[src/rtl/multicycle_alu.sv]
// Multicycle ALU: single-cycle fwd/add/and/or, iterative shift-add multiply and bit-serial shifter.
// Optional build macro MULTICYCLE_ALU_EARLY_TERM_EN ends a multiply once the remaining multiplier bits are zero.
module multicycle_alu #(
    parameter int DATA_WIDTH  = 8,
    parameter int SHAMT_WIDTH = 4
) (
    input  logic                  CLK,
    input  logic                  RESET_N,
    input  logic                  START,
    input  logic [2:0]            ALUOP,
    input  logic                  SUB,
    input  logic [DATA_WIDTH-1:0] DATA1,
    input  logic [DATA_WIDTH-1:0] DATA2,
    output logic                  BUSY,
    output logic                  DONE,
    output logic [DATA_WIDTH-1:0] RESULT,
    output logic [DATA_WIDTH-1:0] RESULT_HI,
    output logic                  ZERO,
    output logic [1:0]            dbg_state
);

    localparam int W       = DATA_WIDTH;
    localparam int MAX_SH  = (1 << SHAMT_WIDTH) - 1;
    localparam int CNT_MAX = (MAX_SH > W) ? MAX_SH : W;
    localparam int CW      = $clog2(CNT_MAX + 1);

    // Handshake: START is taken on any rising edge where the FSM is not in EXEC;
    // DONE pulses for one cycle with RESULT/RESULT_HI/ZERO valid and held afterwards.
    typedef enum logic [1:0] {
        S_IDLE = 2'd0,
        S_EXEC = 2'd1,
        S_DONE = 2'd2
    } state_t;

    state_t          state_q, state_d;
    logic            mul_q, mul_d;
    logic [1:0]      mode_q, mode_d;
    logic [CW-1:0]   cnt_q, cnt_d;
    logic [2*W-1:0]  acc_q, acc_d;
    logic [2*W-1:0]  mcand_q, mcand_d;
    logic [W-1:0]    mplier_q, mplier_d;
    logic [W-1:0]    res_q, res_d;
    logic [W-1:0]    hi_q, hi_d;
    logic            zero_q, zero_d;

    logic            accept;
    logic [W-1:0]    addend;
    logic [W-1:0]    simple_res;
    logic [2*W-1:0]  mul_sum;
    logic [W-1:0]    mplier_nx;
    logic [W-1:0]    sh_cur;
    logic [W-1:0]    sh_next;
    logic            last_mul;

    always_ff @(posedge CLK or negedge RESET_N) begin
        if (!RESET_N) begin
            state_q  <= S_IDLE;
            mul_q    <= 1'b0;
            mode_q   <= 2'b00;
            cnt_q    <= '0;
            acc_q    <= '0;
            mcand_q  <= '0;
            mplier_q <= '0;
            res_q    <= '0;
            hi_q     <= '0;
            zero_q   <= 1'b0;
        end else begin
            state_q  <= state_d;
            mul_q    <= mul_d;
            mode_q   <= mode_d;
            cnt_q    <= cnt_d;
            acc_q    <= acc_d;
            mcand_q  <= mcand_d;
            mplier_q <= mplier_d;
            res_q    <= res_d;
            hi_q     <= hi_d;
            zero_q   <= zero_d;
        end
    end

    always_comb begin
        state_d    = state_q;
        mul_d      = mul_q;
        mode_d     = mode_q;
        cnt_d      = cnt_q;
        acc_d      = acc_q;
        mcand_d    = mcand_q;
        mplier_d   = mplier_q;
        res_d      = res_q;
        hi_d       = hi_q;
        zero_d     = zero_q;

        accept     = START && (state_q != S_EXEC);
        addend     = SUB ? (~DATA2 + W'(1)) : DATA2;
        mul_sum    = acc_q + (mplier_q[0] ? mcand_q : '0);
        mplier_nx  = mplier_q >> 1;
        sh_cur     = acc_q[W-1:0];

        case (mode_q)
            2'b00:   sh_next = {sh_cur[W-2:0], 1'b0};
            2'b01:   sh_next = {1'b0, sh_cur[W-1:1]};
            2'b10:   sh_next = {sh_cur[W-1], sh_cur[W-1:1]};
            default: sh_next = {sh_cur[0], sh_cur[W-1:1]};
        endcase

`ifdef MULTICYCLE_ALU_EARLY_TERM_EN
        last_mul = (cnt_q == CW'(1)) || (mplier_nx == '0);
`else
        last_mul = (cnt_q == CW'(1));
`endif

        case (ALUOP)
            3'b000:  simple_res = DATA2;
            3'b001:  simple_res = DATA1 + addend;
            3'b010:  simple_res = DATA1 & DATA2;
            3'b011:  simple_res = DATA1 | DATA2;
            default: simple_res = '0;
        endcase

        case (state_q)
            S_IDLE, S_DONE: begin
                if (accept) begin
                    mul_d  = (ALUOP == 3'b100);
                    mode_d = DATA2[SHAMT_WIDTH+1:SHAMT_WIDTH];
                    if (ALUOP == 3'b100) begin
                        acc_d    = '0;
                        mcand_d  = {{W{1'b0}}, DATA1};
                        mplier_d = DATA2;
                        cnt_d    = CW'(W);
                        state_d  = S_EXEC;
`ifdef MULTICYCLE_ALU_EARLY_TERM_EN
                        if (DATA2 == '0) begin
                            state_d = S_DONE;
                            res_d   = '0;
                            hi_d    = '0;
                            zero_d  = 1'b1;
                        end
`endif
                    end else if (ALUOP == 3'b101) begin
                        acc_d = {{W{1'b0}}, DATA1};
                        cnt_d = CW'(DATA2[SHAMT_WIDTH-1:0]);
                        if (DATA2[SHAMT_WIDTH-1:0] == '0) begin
                            state_d = S_DONE;
                            res_d   = DATA1;
                            hi_d    = '0;
                            zero_d  = (DATA1 == '0);
                        end else begin
                            state_d = S_EXEC;
                        end
                    end else begin
                        state_d = S_DONE;
                        res_d   = simple_res;
                        hi_d    = '0;
                        zero_d  = (simple_res == '0);
                    end
                end else begin
                    state_d = S_IDLE;
                end
            end
            S_EXEC: begin
                cnt_d = cnt_q - CW'(1);
                if (mul_q) begin
                    // Multiplicand walks left while the multiplier drains right, one bit per cycle.
                    acc_d    = mul_sum;
                    mcand_d  = mcand_q << 1;
                    mplier_d = mplier_nx;
                    if (last_mul) begin
                        state_d = S_DONE;
                        res_d   = mul_sum[W-1:0];
                        hi_d    = mul_sum[2*W-1:W];
                        zero_d  = (mul_sum[W-1:0] == '0);
                    end
                end else begin
                    acc_d = {{W{1'b0}}, sh_next};
                    if (cnt_q == CW'(1)) begin
                        state_d = S_DONE;
                        res_d   = sh_next;
                        hi_d    = '0;
                        zero_d  = (sh_next == '0);
                    end
                end
            end
            default: state_d = S_IDLE;
        endcase
    end

    assign BUSY      = (state_q == S_EXEC);
    assign DONE      = (state_q == S_DONE);
    assign RESULT    = res_q;
    assign RESULT_HI = hi_q;
    assign ZERO      = zero_q;
    assign dbg_state = state_q;

endmodule

[config.mk]
export PLATFORM = sky130hd
export DESIGN_NAME = multicycle_alu
export DESIGN_NICKNAME = d
export VERILOG_FILES = /design/src/rtl/multicycle_alu.sv
export SDC_FILE = /design/constraint.sdc
export NUM_CORES = 1
export LEC_CHECK = 0
export BUFFER_PORTS_ARGS = -buffer_cell sky130_fd_sc_hd__buf_2
export CAP_MARGIN = 20
export CORE_UTILIZATION = 53
export DETAILED_ROUTE_END_ITERATION = 6
export GPL_TIMING_DRIVEN = 0
export PLACE_DENSITY = 0.75
export SKIP_CTS_REPAIR_TIMING = 1
export SYNTH_ARGS = -nofsm -noshare
export SYNTH_HDL_FRONTEND = slang
export SYNTH_SLANG_ARGS = --single-unit
[constraint.sdc]
create_clock -name CLK -period 2.75 [get_ports CLK]
set_input_delay 0.55 -clock CLK [delete_from_list [all_inputs] [get_ports CLK]]
set_output_delay 0.55 -clock CLK [all_outputs]
set_load 0.1 [all_outputs]
**Word level (Yosys, flattened, before mapping)**

Cells that the tools add are included.

- Bitwise logic cells: 3
- $add $sub $neg: 4
- Muxes and demuxes: 51
- Equality and inequality tests: 18
- Reductions and logical operators: 15

Operators with widths:

| kind | count |
|---|---|
| $mux 8 | 18 |
| $mux 16 | 8 |
| $pmux 16 s2 | 2 |
| $pmux 8 s2 | 3 |
| $logic_not 8->1 | 4 |
| $pmux 8 s4 | 1 |
| $pmux 8 s3 | 1 |
| $add 16x16->16 | 1 |
| $mux 4 | 3 |
| $mux 2 | 5 |
| $add 8x1->8 const B | 1 |
| $add 8x8->8 | 1 |
| $and 8x8->8 | 1 |
| $not 8->8 | 1 |
| $or 8x8->8 | 1 |
| $pmux 4 s2 | 1 |
| $mux 1 | 7 |
| $eq 3x2->1 const B | 2 |
| $eq 3x3->1 const B | 2 |
| $ne 2x1->1 const B | 3 |
| $ne 2x2->1 const B | 3 |
| $ne 3x3->1 const B | 2 |
| $reduce_and 5->1 | 1 |
| $eq 2x1->1 const B | 2 |
| 15 further kinds | 17 |

- Word-level logic and storage cells: 101
- Output and inout bits: 21
- Bits of input ports: 23
- Flip-flop bits (word level): 66

**Logic depth before layout (Yosys ltp)**

- Depth in word-level cells: 10
- Gate-level depth with buffers: 13
- Mapped depth without buffers: 13

**Worst setup path after synthesis**

OpenSTA, ideal clock, no wires.

- Kind: register -> output
- Start: reg state_q[0] (netlist: dbg_state[0])
- End: out BUSY
- Arrival: 2.701 ns
- Path slack: -0.501 ns
- Cell stages (with the launch flop): 6
- Data required time: 2.200 ns
- Path buffers: 3
- Cell sequence: dfrtp_1 > nand2b_1 > clkbuf_1 > inv_2 > clkbuf_1 > clkbuf_1

- Longest elaborated chain between the ends: 1

Ends and longest elaborated chain:

| element | RTL line | RTL |
|---|---|---|
| start: declaration | 35 | `state_t state_q, state_d;` |
| start signal: assignment | 68 | `state_q <= state_d;` |
| $eq 2x1->1 | 187 | `assign BUSY = (state_q == S_EXEC);` |
| end: declaration | 14 | `output logic BUSY,` |

Every way passes these cells.

**Final worst setup path**

Ends and elaborated chain as after synthesis.

==> flow_summary.json <==
{
  "wirelength_mm": 13.8,
  "synth_area_per_cell_um2": 8.30,
  "required_ns": 2.20,
  "setup_slack_ns": -0.0438,
  "place_congestion": 0.947,
  "hold_viol": 0,
  "synth_cell_type_count": 61,
  "yosys.area.top_type": "dfrtp_1",
  "synth_edf_count": 0,
  "reg2reg_to": "ZERO",
  "crit_fanout": 10,
  "layout.nets": 672,
  "synth_top_family_by_area": "compound AO/OA/AOI/OAI gates",
  "cts_tree": "yes",
  "synthCells": 563,
  "drt-vias-per-instance": 6.26,
  "cts_buffers": 9,
  "yosysWarnings": 0,
  "ys_seq_area_share_pct": 35.3,
  "yosys.area_share.adder_pct": 7.82,
  "synthTopCellsByArea": "dfrtp_1 (35%), nand2_1 (7.4%), ha_1 (7.0%)",
  "grt_pass1_wl_mm": 21.7,
  "cts_root_buffer": "clkbuf_8",
  "total_power_uw": 5080,
  "hp-class": "in2async",
  "grt_pass1_vias": 4222,
  "n_fill_cell": 720,
  "slew_headroom_pct": 44.2,
  "crit_arrival_ns": 2.24,
  "holdWs_ns": 0.288,
  "diodes": 0,
  "area_delta_synth_final_pct": 17.5,
  "period_share_pct": 102,
  "critical_path.top_delay_family": "buffers and inverters",
  "worst_pin_slew_ns": 0.836,
  "wl_per_cell_um": 18.8,
  "worstPathCellList": "nand2b_1 -> clkbuf_1 -> inv_2 -> clkbuf_2 -> clkbuf_2 -> buf_6",
  "drc": 0,
  "grt_max_degree": 67,
  "clock-skew-final_ns": 0.00995,
  "overflow": 0,
  "grt_util_all_layers_pct": 31.9,
  "path_clk_slew_ns": 0.08,
  "first_iter_violations": 420,
  "synth_mux_area_share_pct": 3.27,
  "min_period_ns": 2.79,
  "start_util_pct": 55.8,
  "cap_violations": 0,
  "synth-compound-area-share_pct": 26.4,
  "synth_top_flop_cell": "dfrtp_1",
  "synth_top_area_share_pct": 35.3,
  "max_stage_delay_ns": 0.43,
  "clock_path_buffers": 2,
  "yosys.cell_count.top_type": "nand2_1",
  "drt_pre_antenna_iters": 7,
  "power.density_mw_per_mm2": 925,
  "synth_common_cells": "nand2_1 (92), dfrtp_1 (66), a21oi_1 (44)",
  "synthSimpleGateAreaFrac_pct": 18.0,
  "p_leak_uw": 0.00251,
  "rsz0062_at_grt": "true",
  "die_w_um": 95.9,
  "vias": 4575,
  "reg2reg_depth": 8,
  "dp_hpwl_mm": 10.1,
  "instances_no_fill": 731,
  "layout-drive-gt1-share_pct": 18.4,
  "ir_drop_mv": 0.474,
  "die_h_um": 95.9,
  "rr_startpoint": "mplier_q[0]",
  "r2r_slack_ns": 0.07,
  "numPortBuffers": 39,
  "slew_viol_final": 0,
  "setup_viol": 1,
  "cpMostUsedCell": "clkbuf_2",
  "rows": 33,
  "clock-sinks": 66,
  "synth_seq_cells": 66,
  "core_area_mm2": 0.00838,
  "antenna_found_initial": 0,
  "status": "finished with violations",
  "end_kind": "output port",
  "die-area_mm2": 0.00920,
  "htree_levels": 3,
  "pin_count": 44,
  "dpl.cell_count": 707,
  "syn_area_mm2": 0.00467,
  "fin_tns_setup_ns": -0.0438,
  "crit_type": "reg2out",
  "clock.fmax_mhz": 358,
  "start_kind": "flip-flop",
  "cp_slowest_cell": "clkbuf_1",
  "cp_num_buf_inv": 5,
  "synth_nets": 614,
  "ant_nets": 0,
  "yosys.area_share.xor_xnor_pct": 4.50,
  "clkLatencyLatePin_ns": 0.35,
  "async_flop_share_pct": 100,
  "failed_checks": "setup timing"
}
## state kept, by name (all words and copies together) (netlist names)
name / flops
dbg_state: 2
ZERO: 1
mul_q: 1
RESULT: 8
mplier_q: 8
RESULT_HI: 8
mode_q: 2
cnt_q: 4
acc_q: 16
mcand_q: 16
## placed cells by master (no fill, tap or decap), types with 4 or more instances in the layout
cell      Yosys  final
a21o_1        9      9
clkbuf_1     28     22
xnor2_1      16     14
a211oi_1     12     11
nand2b_1      6      6
o21ai_0      30     27
inv_2         3      4
clkbuf_8      0      9
dfrtp_1      66     65
clkbuf_2      0      5
a311oi_1      5      4
buf_4         1      9
nor2_1       34     34
o21ai_1      31     32
o211ai_1      4      4
buf_2         2     37
and2_1       18     18
mux2i_1      13     12
o22ai_1       5      4
inv_1        18     16
o31ai_1       7      5
xor2_1        8      8
a21oi_2       0      4
nand3_1       4      4
a22o_1        7      7
a31oi_1      11      8
nand2_1      92     91
a21oi_1      44     40
o21a_1        6      6
ha_1         26     22
## where the power goes
| group | switching, µW | total, µW | internal [µW] | leakage, µW |
|---|---|---|---|---|
| sequential | 253 | 1520 | 1260 | 0.000856 |
| clock | 446 | 880 | 434 | 0.0000988 |
| combinational | 1870 | 2680 | 810 | 0.00155 |
## how the worst max path moves through the flow
stage	startpoint	to	slack, ns	cells past startpoint
global placement	DATA2[0]	RESULT[7]	-0.49	13
CTS	dbg_state[1]	BUSY	-0.37	6
detailed placement	DATA2[0]	ZERO	-0.49	13
finish	dbg_state[0]	BUSY	-0.04	6
global route	dbg_state[0]	BUSY	-0.15	6
floorplan	dbg_state[0]	BUSY	-0.05	5
## cell families (layout without fill, tap and decap cells)
group / count (synthesis) / after routing
XOR/XNOR: 24 / 24
AO/OA/AOI/OAI: 194 / 194
multiplexers: 14 / 14
flip-flops: 66 / 66
buffers and inverters: 54 / 117
adder cells (fa/ha/maj): 28 / 28
AND/OR/NAND/NOR: 183 / 183
## worst reg2reg max path, delay by kind of cell (launching register included)
kind | cells | cell delay, ns
AND/OR/NAND/NOR | 3 | 0.87
flip-flops | 1 | 0.45
adder cells (fa/ha/maj) | 2 | 0.64
XOR/XNOR | 1 | 0.19
AO/OA/AOI/OAI | 2 | 0.44
## metal layers
| layer | global-route usage, % | vias up | part of all wire, % |
|---|---|---|---|
| li1 | - | 2135 | - |
| met1 | 44.8 | 2182 | 44 |
| met2 | 48.6 | 228 | 46 |
| met3 | 5.69 | 30 | 8.4 |
| met4 | 12.6 | 0 | 2.5 |
| met5 | 0 | - | 0 |
## cell type report
class                      instances  area (µm²)  area share [%]
multi-input combinational        443        2970            54.1
sequential                        66        1650            30.1
timing repair buffer              47         289            5.26
buffer                            32         153            2.78
tap                              105         131            2.39
clock buffer                       9         124            2.26
inverter                          22        85.1            1.55
clock inverter                     7        82.6            1.50
## stage by stage
| step | cell area [µm²] | setup WS (ns) | utilization (%) |
|---|---|---|---|
| finish | 5490 | -0.0438 | 65.5 |
| global route | 5490 | -0.148 | 65.5 |
| CTS | 5220 | -0.368 | 62.3 |
| detailed placement | 5020 | -0.491 | 59.9 |
| global placement | 5010 | -0.492 | 59.8 |
| floorplan | 4690 | -0.0463 | - |
Power figures use the tool's default switching activity.
